## src/rtl/gpio_apb_pkg.sv

```systemverilog
// Shared definitions for the APB GPIO peripheral: register map, APB FSM states, 7-seg decode.
package gpio_apb_pkg;

  localparam int unsigned APB_DW = 32;
  localparam int unsigned IDX_W  = 3;

  // Word indices decoded from paddr[4:2]; the byte offset is the index times four.
  localparam logic [IDX_W-1:0] REG_OUT      = 3'd0;
  localparam logic [IDX_W-1:0] REG_IN       = 3'd1;
  localparam logic [IDX_W-1:0] REG_SEG      = 3'd2;
  localparam logic [IDX_W-1:0] REG_SEG_EN   = 3'd3;
  localparam logic [IDX_W-1:0] REG_IRQ_EN   = 3'd4;
  localparam logic [IDX_W-1:0] REG_IRQ_STAT = 3'd5;

  typedef enum logic {
    IDLE = 1'b0,
    RESP = 1'b1
  } apb_state_t;

  // Hex nibble to active-low segment code, bit7=a .. bit1=g, bit0=dp.
  function automatic logic [7:0] hex_to_seg(input logic [3:0] hex);
    logic [7:0] pat;
    case (hex)
      4'h0:    pat = 8'hFC;
      4'h1:    pat = 8'h60;
      4'h2:    pat = 8'hDA;
      4'h3:    pat = 8'hF2;
      4'h4:    pat = 8'h66;
      4'h5:    pat = 8'hB6;
      4'h6:    pat = 8'hBE;
      4'h7:    pat = 8'hE0;
      4'h8:    pat = 8'hFE;
      4'h9:    pat = 8'hF6;
      4'hA:    pat = 8'hEE;
      4'hB:    pat = 8'h3E;
      4'hC:    pat = 8'h9C;
      4'hD:    pat = 8'h7A;
      4'hE:    pat = 8'h9E;
      default: pat = 8'h8E;
    endcase
    return ~pat;
  endfunction

endpackage

```

## src/rtl/gpio_in_sync.sv

```systemverilog
// Multi-flop synchroniser for asynchronous switch inputs plus rising-edge detection.
module gpio_in_sync #(
  parameter int unsigned IN_W        = 16,
  parameter int unsigned SYNC_STAGES = 2
) (
  input  logic            clock,
  input  logic            reset,
  input  logic [IN_W-1:0] pins,
  output logic [IN_W-1:0] value,
  output logic [IN_W-1:0] rise
);

  logic [IN_W-1:0] stage [SYNC_STAGES];
  logic [IN_W-1:0] prev;

  // Shift the raw inputs through the synchroniser chain and keep one delayed copy for edges.
  always_ff @(posedge clock) begin
    if (reset) begin
      for (int unsigned s = 0; s < SYNC_STAGES; s++) stage[s] <= '0;
      prev <= '0;
    end else begin
      stage[0] <= pins;
      for (int unsigned s = 1; s < SYNC_STAGES; s++) stage[s] <= stage[s-1];
      prev <= stage[SYNC_STAGES-1];
    end
  end

  assign value = stage[SYNC_STAGES-1];
  assign rise  = value & ~prev;

endmodule

```

## src/rtl/gpio_apb_ctrl.sv

```systemverilog
// APB3 GPIO peripheral: LED outputs, synchronised switch inputs with edge IRQs, 7-seg digits.
module gpio_apb_ctrl
  import gpio_apb_pkg::*;
#(
  parameter int unsigned OUT_W       = 16,
  parameter int unsigned IN_W        = 16,
  parameter int unsigned SEG_NUM     = 8,
  parameter int unsigned SYNC_STAGES = 2
) (
  input  logic                 clock,
  input  logic                 reset,
  input  logic [31:0]          in_paddr,
  input  logic                 in_psel,
  input  logic                 in_penable,
  input  logic [2:0]           in_pprot,
  input  logic                 in_pwrite,
  input  logic [31:0]          in_pwdata,
  input  logic [3:0]           in_pstrb,
  output logic                 in_pready,
  output logic [31:0]          in_prdata,
  output logic                 in_pslverr,
  output logic [OUT_W-1:0]     gpio_out,
  input  logic [IN_W-1:0]      gpio_in,
  output logic [8*SEG_NUM-1:0] gpio_seg,
  output logic                 irq
);

  localparam int unsigned SEG_W = 4 * SEG_NUM;

  apb_state_t          state;
  logic [OUT_W-1:0]    out_reg,  out_nxt;
  logic [SEG_W-1:0]    seg_reg,  seg_nxt;
  logic [SEG_NUM-1:0]  seg_en,   seg_en_nxt;
  logic [IN_W-1:0]     irq_en,   irq_en_nxt;
  logic [IN_W-1:0]     irq_stat, irq_stat_nxt;
  logic [IN_W-1:0]     in_sync,  in_rise;
  logic                access_c, wr_c, err_c;
  logic [IDX_W-1:0]    idx_c;
  logic [APB_DW-1:0]   lane_mask_c, rdata_c;
  logic                unused_ok;

  gpio_in_sync #(
    .IN_W        (IN_W),
    .SYNC_STAGES (SYNC_STAGES)
  ) u_in_sync (
    .clock (clock),
    .reset (reset),
    .pins  (gpio_in),
    .value (in_sync),
    .rise  (in_rise)
  );

  assign access_c = (state == IDLE) && in_psel && in_penable;
  assign wr_c     = access_c && in_pwrite;
  assign idx_c    = in_paddr[4:2];

  // Expand byte strobes into a per-bit write mask.
  always_comb begin
    lane_mask_c = '0;
    for (int unsigned b = 0; b < 4; b++) lane_mask_c[8*b +: 8] = {8{in_pstrb[b]}};
  end

  // Read mux over the pre-update register values; unmapped offsets flag an error.
  always_comb begin
    rdata_c = '0;
    err_c   = 1'b0;
    case (idx_c)
      REG_OUT:      rdata_c = 32'(out_reg);
      REG_IN:       rdata_c = 32'(in_sync);
      REG_SEG:      rdata_c = 32'(seg_reg);
      REG_SEG_EN:   rdata_c = 32'(seg_en);
      REG_IRQ_EN:   rdata_c = 32'(irq_en);
      REG_IRQ_STAT: rdata_c = 32'(irq_stat);
      default:      err_c   = 1'b1;
    endcase
  end

  // Strobed register writes; edge capture is applied after W1C so a new edge wins.
  always_comb begin
    out_nxt      = out_reg;
    seg_nxt      = seg_reg;
    seg_en_nxt   = seg_en;
    irq_en_nxt   = irq_en;
    irq_stat_nxt = irq_stat;
    if (wr_c) begin
      case (idx_c)
        REG_OUT:      out_nxt    = (out_reg & ~lane_mask_c[OUT_W-1:0])
                                 | (in_pwdata[OUT_W-1:0] & lane_mask_c[OUT_W-1:0]);
        REG_SEG:      seg_nxt    = (seg_reg & ~lane_mask_c[SEG_W-1:0])
                                 | (in_pwdata[SEG_W-1:0] & lane_mask_c[SEG_W-1:0]);
        REG_SEG_EN:   seg_en_nxt = (seg_en & ~lane_mask_c[SEG_NUM-1:0])
                                 | (in_pwdata[SEG_NUM-1:0] & lane_mask_c[SEG_NUM-1:0]);
        REG_IRQ_EN:   irq_en_nxt = (irq_en & ~lane_mask_c[IN_W-1:0])
                                 | (in_pwdata[IN_W-1:0] & lane_mask_c[IN_W-1:0]);
        REG_IRQ_STAT: irq_stat_nxt = irq_stat & ~(in_pwdata[IN_W-1:0] & lane_mask_c[IN_W-1:0]);
        default:      ;
      endcase
    end
    irq_stat_nxt = irq_stat_nxt | in_rise;
  end

  // Register bank.
  always_ff @(posedge clock) begin
    if (reset) begin
      out_reg  <= '0;
      seg_reg  <= '0;
      seg_en   <= '0;
      irq_en   <= '0;
      irq_stat <= '0;
    end else begin
      out_reg  <= out_nxt;
      seg_reg  <= seg_nxt;
      seg_en   <= seg_en_nxt;
      irq_en   <= irq_en_nxt;
      irq_stat <= irq_stat_nxt;
    end
  end

  // Output stage: LED pins and decoded, per-digit blanked segment codes.
  always_ff @(posedge clock) begin
    if (reset) begin
      gpio_out <= '0;
      gpio_seg <= '1;
    end else begin
      gpio_out <= out_reg;
      for (int unsigned i = 0; i < SEG_NUM; i++) begin
        gpio_seg[8*i +: 8] <= seg_en[i] ? hex_to_seg(seg_reg[4*i +: 4]) : 8'hFF;
      end
    end
  end

  // APB slave FSM: one wait state, response registered and held for a single cycle.
  always_ff @(posedge clock) begin
    if (reset) begin
      state      <= IDLE;
      in_pready  <= 1'b0;
      in_prdata  <= '0;
      in_pslverr <= 1'b0;
    end else begin
      in_pready  <= 1'b0;
      in_prdata  <= '0;
      in_pslverr <= 1'b0;
      case (state)
        IDLE: begin
          if (access_c) begin
            state      <= RESP;
            in_pready  <= 1'b1;
            in_prdata  <= rdata_c;
            in_pslverr <= err_c;
          end
        end
        RESP:    state <= IDLE;
        default: state <= IDLE;
      endcase
    end
  end

  assign irq = |(irq_stat & irq_en);

  // Address bits outside [4:2], protection bits and wide write data are not decoded.
  assign unused_ok = ^{in_pprot, in_paddr[31:5], in_paddr[1:0], in_pwdata, lane_mask_c};

endmodule

```

## config.mk

```make
export PLATFORM = sky130hd
export DESIGN_NAME = gpio_apb_ctrl
export DESIGN_NICKNAME = d
export VERILOG_FILES = /design/src/rtl/gpio_apb_pkg.sv /design/src/rtl/gpio_in_sync.sv /design/src/rtl/gpio_apb_ctrl.sv
export SDC_FILE = /design/constraint.sdc
export NUM_CORES = 1
export LEC_CHECK = 0
export ABC_AREA = 1
export BUFFER_PORTS_ARGS = -buffer_cell sky130_fd_sc_hd__buf_2
export CAP_MARGIN = 25
export CORE_MARGIN = 3
export CORE_UTILIZATION = 25
export DETAILED_ROUTE_END_ITERATION = 8
export GPL_TIMING_DRIVEN = 0
export PLACE_DENSITY = 0.44
export SLEW_MARGIN = 30
export SYNTH_ARGS = -nofsm -noshare
export SYNTH_HDL_FRONTEND = slang
export SYNTH_SLANG_ARGS = --single-unit
export TNS_END_PERCENT = 5
```

## constraint.sdc

```tcl
create_clock -name clock -period 3.4 [get_ports clock]
set_input_delay 0.17 -clock clock [delete_from_list [all_inputs] [get_ports clock]]
set_output_delay 0.17 -clock clock [all_outputs]
set_load 0.02 [all_outputs]
```

==> flow_results.xml, run 1 <==
<?xml version="1.0" encoding="UTF-8"?>
<metrics>
  <group name="run_status">
    <metric name="outcome" unit="">completed</metric>
  </group>
  <group name="yosys">
    <metric name="ys_seq_elements" unit="">298</metric>
    <metric name="number_of_synthesized_flops_with_an_enable_pin" unit="">0</metric>
    <metric name="synthesis.yosys.warnings" unit="">0</metric>
    <metric name="syn_avg_cell_area" unit="um2">7.81</metric>
    <metric name="mappedNetlistArea" unit="mm2">0.0120</metric>
    <metric name="netlist.top_cell.by_area" unit="">dfxtp_1</metric>
    <metric name="ys_async_rst_share" unit="">0</metric>
    <metric name="synthTopCellsByCount" unit="">nand2_1 (401), dfxtp_1 (298), inv_1 (206)</metric>
    <metric name="postSynth.topFlopCell" unit="">dfxtp_1</metric>
    <metric name="ys_types" unit="">31</metric>
    <metric name="synthDominantCellAreaShare" unit="">0.497</metric>
    <metric name="post-synth-top-count-cell" unit="">nand2_1</metric>
    <metric name="yosysSeqAreaShare" unit="">0.497</metric>
    <metric name="synth.area.top_cells" unit="">dfxtp_1 (50%), nand2_1 (13%), inv_1 (6.4%), nand3_1 (6.2%), ha_1 (5.8%)</metric>
    <metric name="syn-instance-count" unit="">1535</metric>
  </group>
  <group name="placement">
    <metric name="place_congestion" unit="">0.845</metric>
    <metric name="post-place-ws" unit="ns">0.654</metric>
    <metric name="place_hpwl" unit="mm">30.1</metric>
    <metric name="placement.io_buffers" unit="">161</metric>
  </group>
  <group name="worst_setup_path">
    <metric name="cp_data_arrival_time" unit="ns">2.85</metric>
    <metric name="r2r.worst_path.cells" unit="">12</metric>
    <metric name="crit-reg2reg-launch" unit="">in_pready</metric>
    <metric name="critical_path_start_type" unit="">flip-flop</metric>
    <metric name="cp.required" unit="ns">3.83</metric>
    <metric name="setup.worst_path.class" unit="">flip-flop to flip-flop</metric>
    <metric name="cp_num_buf_inv" unit="">3</metric>
    <metric name="worst_path_largest_cell_delay" unit="ns">0.33</metric>
    <metric name="timing.critical_path.to_type" unit="">flip-flop</metric>
    <metric name="critical_path.max_fanout" unit="">10</metric>
    <metric name="path_cells" unit="">inv_1 &gt; nand4_1 &gt; nor2_4 &gt; buf_2 &gt; nand2_1 &gt; nand2_1 &gt; nand2_1 &gt; inv_1 &gt; ha_1 &gt; nand3_1 &gt; nand3_1 &gt; nand2_1</metric>
    <metric name="timing.critical_path.max_delay_family" unit="">simple AND/OR/NAND/NOR gates</metric>
    <metric name="crit_path_start" unit="">in_pready</metric>
    <metric name="reg2reg_setup_slack" unit="ns">0.97</metric>
    <metric name="slowest_stage" unit="">buf_2</metric>
    <metric name="cpMostUsedCell" unit="">nand2_1</metric>
  </group>
  <group name="timing">
    <metric name="min_period" unit="ns">2.43</metric>
    <metric name="finClkSkew" unit="ns">0.0162</metric>
    <metric name="timing_worst_slew_pin_value" unit="ns">0.865</metric>
    <metric name="final.setup.tns" unit="ns">0</metric>
    <metric name="min_period_over_period" unit="">0.713</metric>
    <metric name="maxSlewViolCount" unit="">0</metric>
    <metric name="achievable-frequency" unit="MHz">412</metric>
    <metric name="final-hold-violation-count" unit="">0</metric>
    <metric name="slew-limit-headroom" unit="">0.423</metric>
    <metric name="postLayoutSetupSlackWorst" unit="ns">0.975</metric>
    <metric name="setup_viol" unit="">0</metric>
    <metric name="rsz0062_at_grt" unit="">no</metric>
  </group>
  <group name="clock_network">
    <metric name="root_buffer" unit="">clkbuf_16</metric>
    <metric name="clk_latency" unit="ns">0.55</metric>
    <metric name="cts_setup_buffers" unit="">0</metric>
    <metric name="clkSinkCount" unit="">298</metric>
    <metric name="cts_repair_resize_count" unit="">0</metric>
    <metric name="holdBufCountCts" unit="">37</metric>
    <metric name="cts.path.max_buffers" unit="">3</metric>
    <metric name="h-tree-depth" unit="">2</metric>
    <metric name="cts_inserted_buffers" unit="">35</metric>
    <metric name="clk_pin_slew" unit="ns">0.06</metric>
    <metric name="cts_tree" unit="">built</metric>
  </group>
  <group name="floorplanning">
    <metric name="rows" unit="">79</metric>
    <metric name="die_w" unit="um">225</metric>
    <metric name="die_area" unit="mm2">0.0506</metric>
    <metric name="boundaryPins" unit="">207</metric>
    <metric name="die-height" unit="um">225</metric>
    <metric name="design.core.area" unit="mm2">0.0470</metric>
    <metric name="floorplan.initialDensity" unit="">0.255</metric>
  </group>
  <group name="pwr">
    <metric name="power_density" unit="mW/mm2">514</metric>
    <metric name="sequentialPowerShare" unit="">0.459</metric>
    <metric name="leakage" unit="nW">6.67</metric>
    <metric name="clkPwrFrac" unit="">0.488</metric>
    <metric name="cell_internal_pwr" unit="mW">5.90</metric>
    <metric name="power.share.switching" unit="">0.240</metric>
    <metric name="netSwitchingPower" unit="mW">1.87</metric>
    <metric name="design_power_total" unit="mW">7.77</metric>
    <metric name="pwr-share-comb" unit="">0.053</metric>
    <metric name="vdd_drop_max" unit="uV">292</metric>
  </group>
  <group name="drt">
    <metric name="vias_post_dr" unit="">10600</metric>
    <metric name="final_antenna_net_count" unit="">0</metric>
    <metric name="drt_first_pass_iters" unit="">5</metric>
    <metric name="drc" unit="">0</metric>
    <metric name="wl_per_cell" unit="um">16.8</metric>
    <metric name="drt-vias-per-instance" unit="">4.40</metric>
    <metric name="totalWireLength" unit="mm">40.5</metric>
    <metric name="drtIter0Drc" unit="">667</metric>
  </group>
  <group name="layout">
    <metric name="areaGrowthSynthToFinish" unit="%">25.9</metric>
    <metric name="final_core_utilization" unit="">0.322</metric>
    <metric name="num-nets-final" unit="">1925</metric>
    <metric name="drive_above_1_share" unit="">0.165</metric>
    <metric name="antenna_cells_inserted" unit="">0</metric>
  </group>
  <group name="global_routing">
    <metric name="global_route_wire_length_before_repair" unit="mm">61.9</metric>
    <metric name="grt_pass1_vias" unit="">10700</metric>
    <metric name="grt_start_max_net_pins" unit="">15</metric>
    <metric name="grtUsageTotal" unit="">0.159</metric>
    <metric name="grt_antenna_before_repair" unit="">1</metric>
    <metric name="globalRoute.totalOverflow" unit="">0</metric>
  </group>
  <group name="min_path">
    <metric name="worst_hold_startpoint" unit="">in_pstrb[0]</metric>
    <metric name="min_delay_path_depth" unit="">3</metric>
    <metric name="path_type_of_the_worst_min_delay_path" unit="">input pin to flip-flop</metric>
  </group>
  <group name="run">
    <metric name="drv.max_cap_violation_count" unit="">0</metric>
  </group>
</metrics>
[per-layer routing]
layer | wire length (um) | up-vias | GRT usage
met2 | 18300 | 341 | 0.262
met4 | 1000 | 2 | 0.0468
li1 | - | 5302 | -
met5 | 9 | - | 0
met1 | 18400 | 4883 | 0.210
met3 | 2760 | 69 | 0.0360
[through the flow]
stage / hold slack [ns] / instance area (um2) / std cells
3_3_place_gp: 0.359 / 13600 / 2310
4_1_cts: 0.0722 / 15100 / 2409
2_1_floorplan: 0.277 / 12000 / 1542
6_report: 0.0945 / 15100 / 2409
5_1_grt: 0.0939 / 15100 / 2409
3_5_place_dp: 0.356 / 13600 / 2310
[cell usage in the layout, fill, tap and decap left out, types with 5 or more instances in the layout]
cell type,netlist,routed
nand2_1,401,401
a21oi_1,34,34
buf_2,22,183
nand2_2,18,18
buf_6,5,5
clkbuf_8,0,7
a21oi_4,8,8
clkbuf_1,21,27
nor3_1,21,21
inv_6,0,6
dfxtp_1,298,298
inv_2,6,6
nand3_2,8,8
buf_4,8,8
o22ai_1,33,33
inv_1,206,206
nand3_1,148,148
a31oi_1,8,8
o32ai_1,11,11
ha_1,56,56
o21ai_0,63,63
o21bai_1,8,8
dlygate4sd3_1,0,37
nor2_1,134,134
clkbuf_16,0,35
conb_1,1,8
[power groups by stage]
stage	clock network, mW	registers [mW]	logic, mW
final	3.79	3.57	0.412
after global routing	4.04	3.57	0.454
after CTS	3.91	3.57	0.413
after detailed placement	0	3.64	0.379
after global placement	0	3.64	0.378
after floorplan	0	3.64	0.212
[tightest hold or removal path: stages]
cell     delay [ns]
buf_2          0.16
nand2_1        0.16
o21ai_0        0.10
[logic make-up after synthesis]
group           Yosys count  synth area share
buf+inv                 272            0.0931
fa+ha+maj                56            0.0584
simple gates            739             0.263
compound gates          169            0.0881
flops                   298             0.497
other cells               1          0.000313
[final cells by class]
type | instances | area (um2)
Fill cell | 5066 | 31800
Sequential cell | 298 | 5970
Clock buffer | 48 | 995
Multi-Input combinational cell | 972 | 4940
Inverter | 213 | 800
Tap cell | 607 | 759
Timing Repair Buffer | 198 | 1180
Buffer | 59 | 317
Clock inverter | 14 | 154
[worst max-delay path by stage]
stage	depth (start not counted)	slack, ns	endpoint
final	12	0.97	flip-flop
after global placement	10	0.71	flip-flop
after detailed placement	10	0.65	flip-flop
after global routing	12	0.72	flip-flop
after floorplan	12	1.48	flip-flop
after CTS	12	0.93	flip-flop
(Power assumes the default switching activity.)
==> run 2: changes to the inputs <==
--- a/config.mk
+++ b/config.mk
@@ -5,7 +5,7 @@
 export SDC_FILE = /design/constraint.sdc
 export NUM_CORES = 1
 export LEC_CHECK = 0
-export ABC_AREA = 1
+export ABC_AREA = 0
 export BUFFER_PORTS_ARGS = -buffer_cell sky130_fd_sc_hd__buf_2
 export CAP_MARGIN = 25
 export CORE_MARGIN = 3
==> constraint.sdc (replaced) <==
create_clock -name clock -period 2.5 [get_ports clock]
set_input_delay 0.125 -clock clock [delete_from_list [all_inputs] [get_ports clock]]
set_output_delay 0.125 -clock clock [all_outputs]
set_load 0.02 [all_outputs]
==> flow_results.xml, run 2 <==
<?xml version="1.0" encoding="UTF-8"?>
<metrics>
  <group name="timing">
    <metric name="rsz0062_at_grt" unit="">yes</metric>
    <metric name="achievable-frequency" unit="MHz">393</metric>
    <metric name="maxSlewViolCount" unit="">0</metric>
    <metric name="final-hold-violation-count" unit="">0</metric>
    <metric name="min_period" unit="ns">2.54</metric>
    <metric name="min_period_over_period" unit="">1.02</metric>
    <metric name="timing_worst_slew_pin_value" unit="ns">0.908</metric>
    <metric name="postLayoutSetupSlackWorst" unit="ns">-0.0442</metric>
    <metric name="slew-limit-headroom" unit="">0.395</metric>
    <metric name="setup_viol" unit="">18</metric>
    <metric name="finClkSkew" unit="ns">0.0126</metric>
  </group>
  <group name="worst_setup_path">
    <metric name="cp_data_arrival_time" unit="ns">2.96</metric>
    <metric name="timing.critical_path.to_type" unit="">flip-flop</metric>
    <metric name="cp.required" unit="ns">2.92</metric>
    <metric name="critical_path.max_fanout" unit="">10</metric>
    <metric name="critical_path_start_type" unit="">flip-flop</metric>
    <metric name="setup.worst_path.class" unit="">flip-flop to flip-flop</metric>
  </group>
  <group name="yosys">
    <metric name="postSynth.topFlopCell" unit="">dfxtp_1</metric>
    <metric name="post-synth-top-count-cell" unit="">dfxtp_1</metric>
    <metric name="ys_types" unit="">65</metric>
    <metric name="synthDominantCellAreaShare" unit="">0.482</metric>
    <metric name="ys_seq_elements" unit="">298</metric>
    <metric name="synthesis.yosys.warnings" unit="">0</metric>
    <metric name="syn-instance-count" unit="">1276</metric>
    <metric name="yosysSeqAreaShare" unit="">0.482</metric>
    <metric name="synth.area.top_cells" unit="">dfxtp_1 (48%), mux2i_1 (7.1%), ha_1 (5.7%), nor2b_1 (5.4%), nand2_1 (3.7%)</metric>
    <metric name="netlist.top_cell.by_area" unit="">dfxtp_1</metric>
    <metric name="mappedNetlistArea" unit="mm2">0.0124</metric>
    <metric name="ys_async_rst_share" unit="">0</metric>
    <metric name="synthTopCellsByCount" unit="">dfxtp_1 (298), nand2_1 (123), nor2_1 (107), nor2b_1 (107), a21oi_1 (90)</metric>
    <metric name="syn_avg_cell_area" unit="um2">9.70</metric>
    <metric name="number_of_synthesized_flops_with_an_enable_pin" unit="">0</metric>
  </group>
  <group name="global_routing">
    <metric name="grtUsageTotal" unit="">0.155</metric>
    <metric name="grt_pass1_vias" unit="">10100</metric>
    <metric name="grt_start_max_net_pins" unit="">15</metric>
    <metric name="global_route_wire_length_before_repair" unit="mm">62.0</metric>
    <metric name="globalRoute.totalOverflow" unit="">0</metric>
    <metric name="grt_antenna_before_repair" unit="">1</metric>
  </group>
  <group name="clock_network">
    <metric name="h-tree-depth" unit="">2</metric>
    <metric name="clk_latency" unit="ns">0.55</metric>
    <metric name="clkSinkCount" unit="">298</metric>
    <metric name="cts.path.max_buffers" unit="">3</metric>
    <metric name="cts_inserted_buffers" unit="">36</metric>
    <metric name="cts_tree" unit="">built</metric>
    <metric name="clk_pin_slew" unit="ns">0.06</metric>
    <metric name="root_buffer" unit="">clkbuf_16</metric>
  </group>
  <group name="layout">
    <metric name="layout_commonest_cell" unit="">dfxtp_1</metric>
    <metric name="stdcell_area" unit="mm2">0.0160</metric>
    <metric name="areaGrowthSynthToFinish" unit="%">29.5</metric>
    <metric name="drive_above_1_share" unit="">0.220</metric>
    <metric name="num-nets-final" unit="">1671</metric>
    <metric name="most-common-layout-cells" unit="">dfxtp_1 (297), buf_2 (164), nand2_1 (120)</metric>
    <metric name="antenna_cells_inserted" unit="">0</metric>
    <metric name="post_layout_nonfiller_instances" unit="">2205</metric>
  </group>
  <group name="floorplanning">
    <metric name="die-height" unit="um">228</metric>
    <metric name="floorplan.initialDensity" unit="">0.256</metric>
    <metric name="die_w" unit="um">228</metric>
    <metric name="die_area" unit="mm2">0.0522</metric>
    <metric name="design.core.area" unit="mm2">0.0483</metric>
    <metric name="rows" unit="">80</metric>
    <metric name="boundaryPins" unit="">207</metric>
  </group>
  <group name="placement">
    <metric name="place_congestion" unit="">0.875</metric>
    <metric name="place_hpwl" unit="mm">30.7</metric>
    <metric name="placed_cells_incl_taps" unit="">2095</metric>
    <metric name="place_area" unit="mm2">0.0140</metric>
    <metric name="placement.io_buffers" unit="">156</metric>
  </group>
  <group name="drt">
    <metric name="final_antenna_net_count" unit="">0</metric>
    <metric name="drt-vias-per-instance" unit="">4.59</metric>
    <metric name="drtIter0Drc" unit="">555</metric>
    <metric name="drc" unit="">0</metric>
    <metric name="drt_first_pass_iters" unit="">6</metric>
    <metric name="vias_post_dr" unit="">10100</metric>
    <metric name="wl_per_cell" unit="um">18.7</metric>
    <metric name="totalWireLength" unit="mm">41.2</metric>
  </group>
  <group name="pwr">
    <metric name="vdd_drop_max" unit="uV">416</metric>
    <metric name="power_density" unit="mW/mm2">686</metric>
    <metric name="leakage" unit="nW">6.40</metric>
  </group>
  <group name="run">
    <metric name="drv.max_cap_violation_count" unit="">0</metric>
  </group>
  <group name="run_status">
    <metric name="outcome" unit="">finished with violations</metric>
    <metric name="failing_checks" unit="">negative setup slack</metric>
  </group>
  <group name="min_path">
    <metric name="path_type_of_the_worst_min_delay_path" unit="">input pin to flip-flop</metric>
  </group>
</metrics>
run 2: cell types whose count changed in the layout (fill, tap and decap cells not counted), moves of 33 or more:
cell,delta
a21oi_1,+40
nand3_1,-140
o21ai_0,-51
nor2b_1,+107
inv_1,-159
o22ai_1,-33
mux2i_1,+87
nand2_1,-281
run 2: layer usage:
metal	track usage	wire length, um	vias up
met5	0	15	-
met3	0.0308	2040	64
met4	0.0535	1080	2
met2	0.256	19300	284
li1	-	-	4912
met1	0.201	18800	4867
run 2: worst paths after layout:
check | from | end | slack (ns) | cells after the start
worst max-delay path | in_pready | flip-flop | -0.04 | 6
worst min-delay path | in_pwdata[22] | seg_reg[22] | 0.06 | 3
worst max register to register | in_pready | flip-flop | -0.04 | 6
worst min register to register | flip-flop | gpio_seg[58] | 0.36 | 1
run 2: logic make-up after synthesis:
| group | count (synthesis) | share of synthesized area |
|---|---|---|
| AOI/OAI and AO/OA | 222 | 0.130 |
| adders and majority gates | 56 | 0.0566 |
| buffers and inverters | 128 | 0.0455 |
| DFF | 298 | 0.482 |
| muxes | 104 | 0.0927 |
| other | 1 | 0.000303 |
| and+or+nand+nor | 467 | 0.193 |
run 2: worst max-delay path, stage by stage, from the launching register on:
cell and delay [ns]:
dfxtp_4 0.36, and4b_1 0.25, buf_6 0.18, clkbuf_1 0.59, nand3_1 0.63, mux2i_1 0.32
nor2_1 0.06
run 2: cell type report:
| class | count | area (um2) |
|---|---|---|
| Fill cell | 5052 | 32300 |
| Multi-Input combinational cell | 857 | 6130 |
| Sequential cell | 298 | 5970 |
| Timing Repair Buffer | 202 | 1210 |
| Clock buffer | 43 | 958 |
| Tap cell | 656 | 821 |
| Buffer | 73 | 419 |
| Clock inverter | 21 | 312 |
| Inverter | 55 | 206 |
run 2: metrics by stage:
stage	util	TNS (ns)	hold slack, ns	setup WS (ns)	power, mW
after floorplan	-	-0.0185	0.253	-0.00943	5.21
after global placement	0.291	-79.53	0.337	-1.18	5.43
after detailed placement	0.291	-84.55	0.338	-1.23	5.44
after CTS	0.330	0	0.00911	0.00368	11.2
after global routing	0.332	-3.33	0.0632	-0.145	11.4
final	0.332	-0.287	0.0600	-0.0442	11.0
run 2: power by group:
| group | internal (mW) | switching, mW | total [mW] |
|---|---|---|---|
| clock network | 3.48 | 2.12 | 5.61 |
| registers | 4.81 | 0.0391 | 4.85 |
| logic | 0.193 | 0.349 | 0.542 |
| total | 8.48 | 2.51 | 11.0 |
run 2: timing repair:
| item | in CTS | in global routing |
|---|---|---|
| endpoints found under the hold margin | 62 | 0 |
| gates resized for setup | 45 | 22 |
| pin swaps | 8 | 3 |
| setup buffers | 12 | 1 |
| hold buffers | 33 | 0 |
| setup endpoints to repair | 104 | 70 |
==> run 3: changes to the inputs <==
--- a/config.mk
+++ b/config.mk
@@ -10,6 +10,7 @@
 export CAP_MARGIN = 25
 export CORE_MARGIN = 3
 export CORE_UTILIZATION = 25
+export CTS_BUF_LIST = sky130_fd_sc_hd__clkbuf_4 sky130_fd_sc_hd__clkbuf_8
 export DETAILED_ROUTE_END_ITERATION = 8
 export GPL_TIMING_DRIVEN = 0
 export PLACE_DENSITY = 0.44
==> flow_results.xml, run 3 (synthesis results as in run 2) <==
<?xml version="1.0" encoding="UTF-8"?>
<metrics>
  <group name="run_status">
    <metric name="outcome" unit="">finished with violations</metric>
    <metric name="failing_checks" unit="">negative setup slack</metric>
  </group>
  <group name="worst_setup_path">
    <metric name="r2r.worst_path.cells" unit="">9</metric>
    <metric name="worst-path-stages" unit="">9</metric>
    <metric name="cp_data_arrival_time" unit="ns">2.99</metric>
    <metric name="cp.required" unit="ns">2.96</metric>
    <metric name="cp_num_buf_inv" unit="">2</metric>
    <metric name="critical_path_start_type" unit="">flip-flop</metric>
    <metric name="timing.critical_path.max_delay_family" unit="">simple AND/OR/NAND/NOR gates</metric>
    <metric name="critical_path.max_fanout" unit="">8</metric>
    <metric name="setup.worst_path.class" unit="">flip-flop to flip-flop</metric>
    <metric name="slowest_stage" unit="">nor3_4</metric>
    <metric name="timing.critical_path.to_type" unit="">flip-flop</metric>
    <metric name="worst_path_largest_cell_delay" unit="ns">0.39</metric>
    <metric name="path_cells" unit="">nand4b_4 &gt; nor3_4 &gt; buf_6 &gt; nand2_1 &gt; a21oi_4 &gt; inv_1 &gt; ha_1 &gt; a2111oi_2 &gt; a22oi_1</metric>
  </group>
  <group name="floorplanning">
    <metric name="rows" unit="">80</metric>
    <metric name="die-height" unit="um">228</metric>
    <metric name="boundaryPins" unit="">207</metric>
    <metric name="die_w" unit="um">228</metric>
    <metric name="design.core.area" unit="mm2">0.0483</metric>
    <metric name="die_area" unit="mm2">0.0522</metric>
    <metric name="floorplan.initialDensity" unit="">0.256</metric>
  </group>
  <group name="timing">
    <metric name="final-hold-violation-count" unit="">0</metric>
    <metric name="timing.hold.ws" unit="ns">0.0592</metric>
    <metric name="setup_viol" unit="">3</metric>
    <metric name="achievable-frequency" unit="MHz">395</metric>
    <metric name="finClkSkew" unit="ns">0.0333</metric>
    <metric name="maxSlewViolCount" unit="">0</metric>
    <metric name="timing_worst_slew_pin_value" unit="ns">0.880</metric>
    <metric name="min_period_over_period" unit="">1.01</metric>
    <metric name="slew-limit-headroom" unit="">0.413</metric>
    <metric name="rsz0062_at_grt" unit="">yes</metric>
    <metric name="min_period" unit="ns">2.53</metric>
    <metric name="postLayoutSetupSlackWorst" unit="ns">-0.0294</metric>
  </group>
  <group name="min_path">
    <metric name="min_delay_path_depth" unit="">4</metric>
    <metric name="path_type_of_the_worst_min_delay_path" unit="">input pin to flip-flop</metric>
  </group>
  <group name="drt">
    <metric name="drtIter0Drc" unit="">571</metric>
    <metric name="totalWireLength" unit="mm">41.7</metric>
    <metric name="wl_per_cell" unit="um">18.6</metric>
    <metric name="vias_post_dr" unit="">10200</metric>
    <metric name="drt_first_pass_iters" unit="">5</metric>
    <metric name="drc" unit="">0</metric>
    <metric name="drt-vias-per-instance" unit="">4.56</metric>
    <metric name="final_antenna_net_count" unit="">0</metric>
  </group>
  <group name="layout">
    <metric name="final_core_utilization" unit="">0.330</metric>
    <metric name="areaGrowthSynthToFinish" unit="%">29.1</metric>
    <metric name="layout_commonest_cell" unit="">dfxtp_1</metric>
    <metric name="drive_above_1_share" unit="">0.228</metric>
    <metric name="num-nets-final" unit="">1700</metric>
    <metric name="post_layout_nonfiller_instances" unit="">2243</metric>
    <metric name="stdcell_area" unit="mm2">0.0160</metric>
    <metric name="most-common-layout-cells" unit="">dfxtp_1 (297), buf_2 (163), nand2_1 (120)</metric>
  </group>
  <group name="placement">
    <metric name="placed_cells_incl_taps" unit="">2095</metric>
    <metric name="place_area" unit="mm2">0.0140</metric>
    <metric name="post-place-ws" unit="ns">-1.23</metric>
    <metric name="place_hpwl" unit="mm">30.7</metric>
    <metric name="placement.io_buffers" unit="">156</metric>
    <metric name="place_congestion" unit="">0.875</metric>
  </group>
  <group name="global_routing">
    <metric name="grtUsageTotal" unit="">0.156</metric>
    <metric name="grt_antenna_before_repair" unit="">2</metric>
    <metric name="globalRoute.totalOverflow" unit="">0</metric>
    <metric name="grt_pass1_vias" unit="">10300</metric>
    <metric name="grt_start_max_net_pins" unit="">14</metric>
    <metric name="global_route_wire_length_before_repair" unit="mm">62.6</metric>
  </group>
  <group name="clock_network">
    <metric name="cts_inserted_buffers" unit="">54</metric>
    <metric name="clk_pin_slew" unit="ns">0.06</metric>
    <metric name="cts_tree" unit="">built</metric>
    <metric name="h-tree-depth" unit="">2</metric>
    <metric name="root_buffer" unit="">clkbuf_8</metric>
    <metric name="clk_latency" unit="ns">0.64</metric>
    <metric name="clkSinkCount" unit="">298</metric>
    <metric name="cts.path.max_buffers" unit="">3</metric>
  </group>
  <group name="run">
    <metric name="drv.max_cap_violation_count" unit="">0</metric>
  </group>
  <group name="pwr">
    <metric name="vdd_drop_max" unit="uV">316</metric>
    <metric name="power_density" unit="mW/mm2">646</metric>
    <metric name="leakage" unit="nW">6.45</metric>
  </group>
</metrics>
==> run 3: stage by stage <==
stage          power (mW)  setup TNS [ns]
3_5_place_dp         5.44          -84.55
6_report             10.3         -0.0421
2_1_floorplan        5.21         -0.0185
3_3_place_gp         5.43          -79.53
5_1_grt              10.8           -1.81
4_1_cts              10.5          -0.238
==> run 3: where the power goes <==
| group | internal, mW | switching [mW] | total (mW) |
|---|---|---|---|
| Clock | 2.86 | 2.07 | 4.92 |
| Sequential | 4.81 | 0.0399 | 4.85 |
| Combinational | 0.205 | 0.351 | 0.555 |
| Total | 7.87 | 2.46 | 10.3 |
==> run 3: layout make-up <==
class / instances / area (um2)
diodes: 2 / 5.00
plain buffers: 73 / 410
clock buffers: 75 / 957
clock inverters: 14 / 173
fillers: 5066 / 32400
inverters: 55 / 206
multi-input cells: 857 / 6110
flip-flops and latches: 298 / 5970
well taps: 656 / 821
repair buffers: 213 / 1330
==> run 3: worst reg2reg max path: stages (launching register included) <==
cell       delay [ns]
dfxtp_4          0.37
nand4b_4         0.29
nor3_4           0.39
buf_6            0.19
nand2_1          0.11
a21oi_4          0.22
inv_1            0.12
ha_1             0.21
a2111oi_2        0.34
a22oi_1          0.13
==> run 3: worst paths after layout <==
kind / from / to / slack (ns)
worst max-delay path: in_pready / flip-flop / -0.03
worst min register to register: flip-flop / gpio_seg[22] / 0.34
worst max register to register: in_pready / flip-flop / -0.03
worst min-delay path: in_paddr[3] / in_prdata[1] / 0.06
==> run 3: timing repair <==
item                       CTS  global route
pin swaps                    7             2
setup buffers                8             1
hold buffers                48             0
hold endpoints to repair    89             0
gates resized for setup     37            24
setup endpoints to repair   95            76
==> run 3: metal layers <==
layer | vias up | GRT usage | wire length, um
met5 | - | 0 | 14
met1 | 4871 | 0.198 | 18600
met2 | 322 | 0.255 | 19300
met4 | 2 | 0.0624 | 1350
li1 | 4959 | - | -
met3 | 82 | 0.0380 | 2440
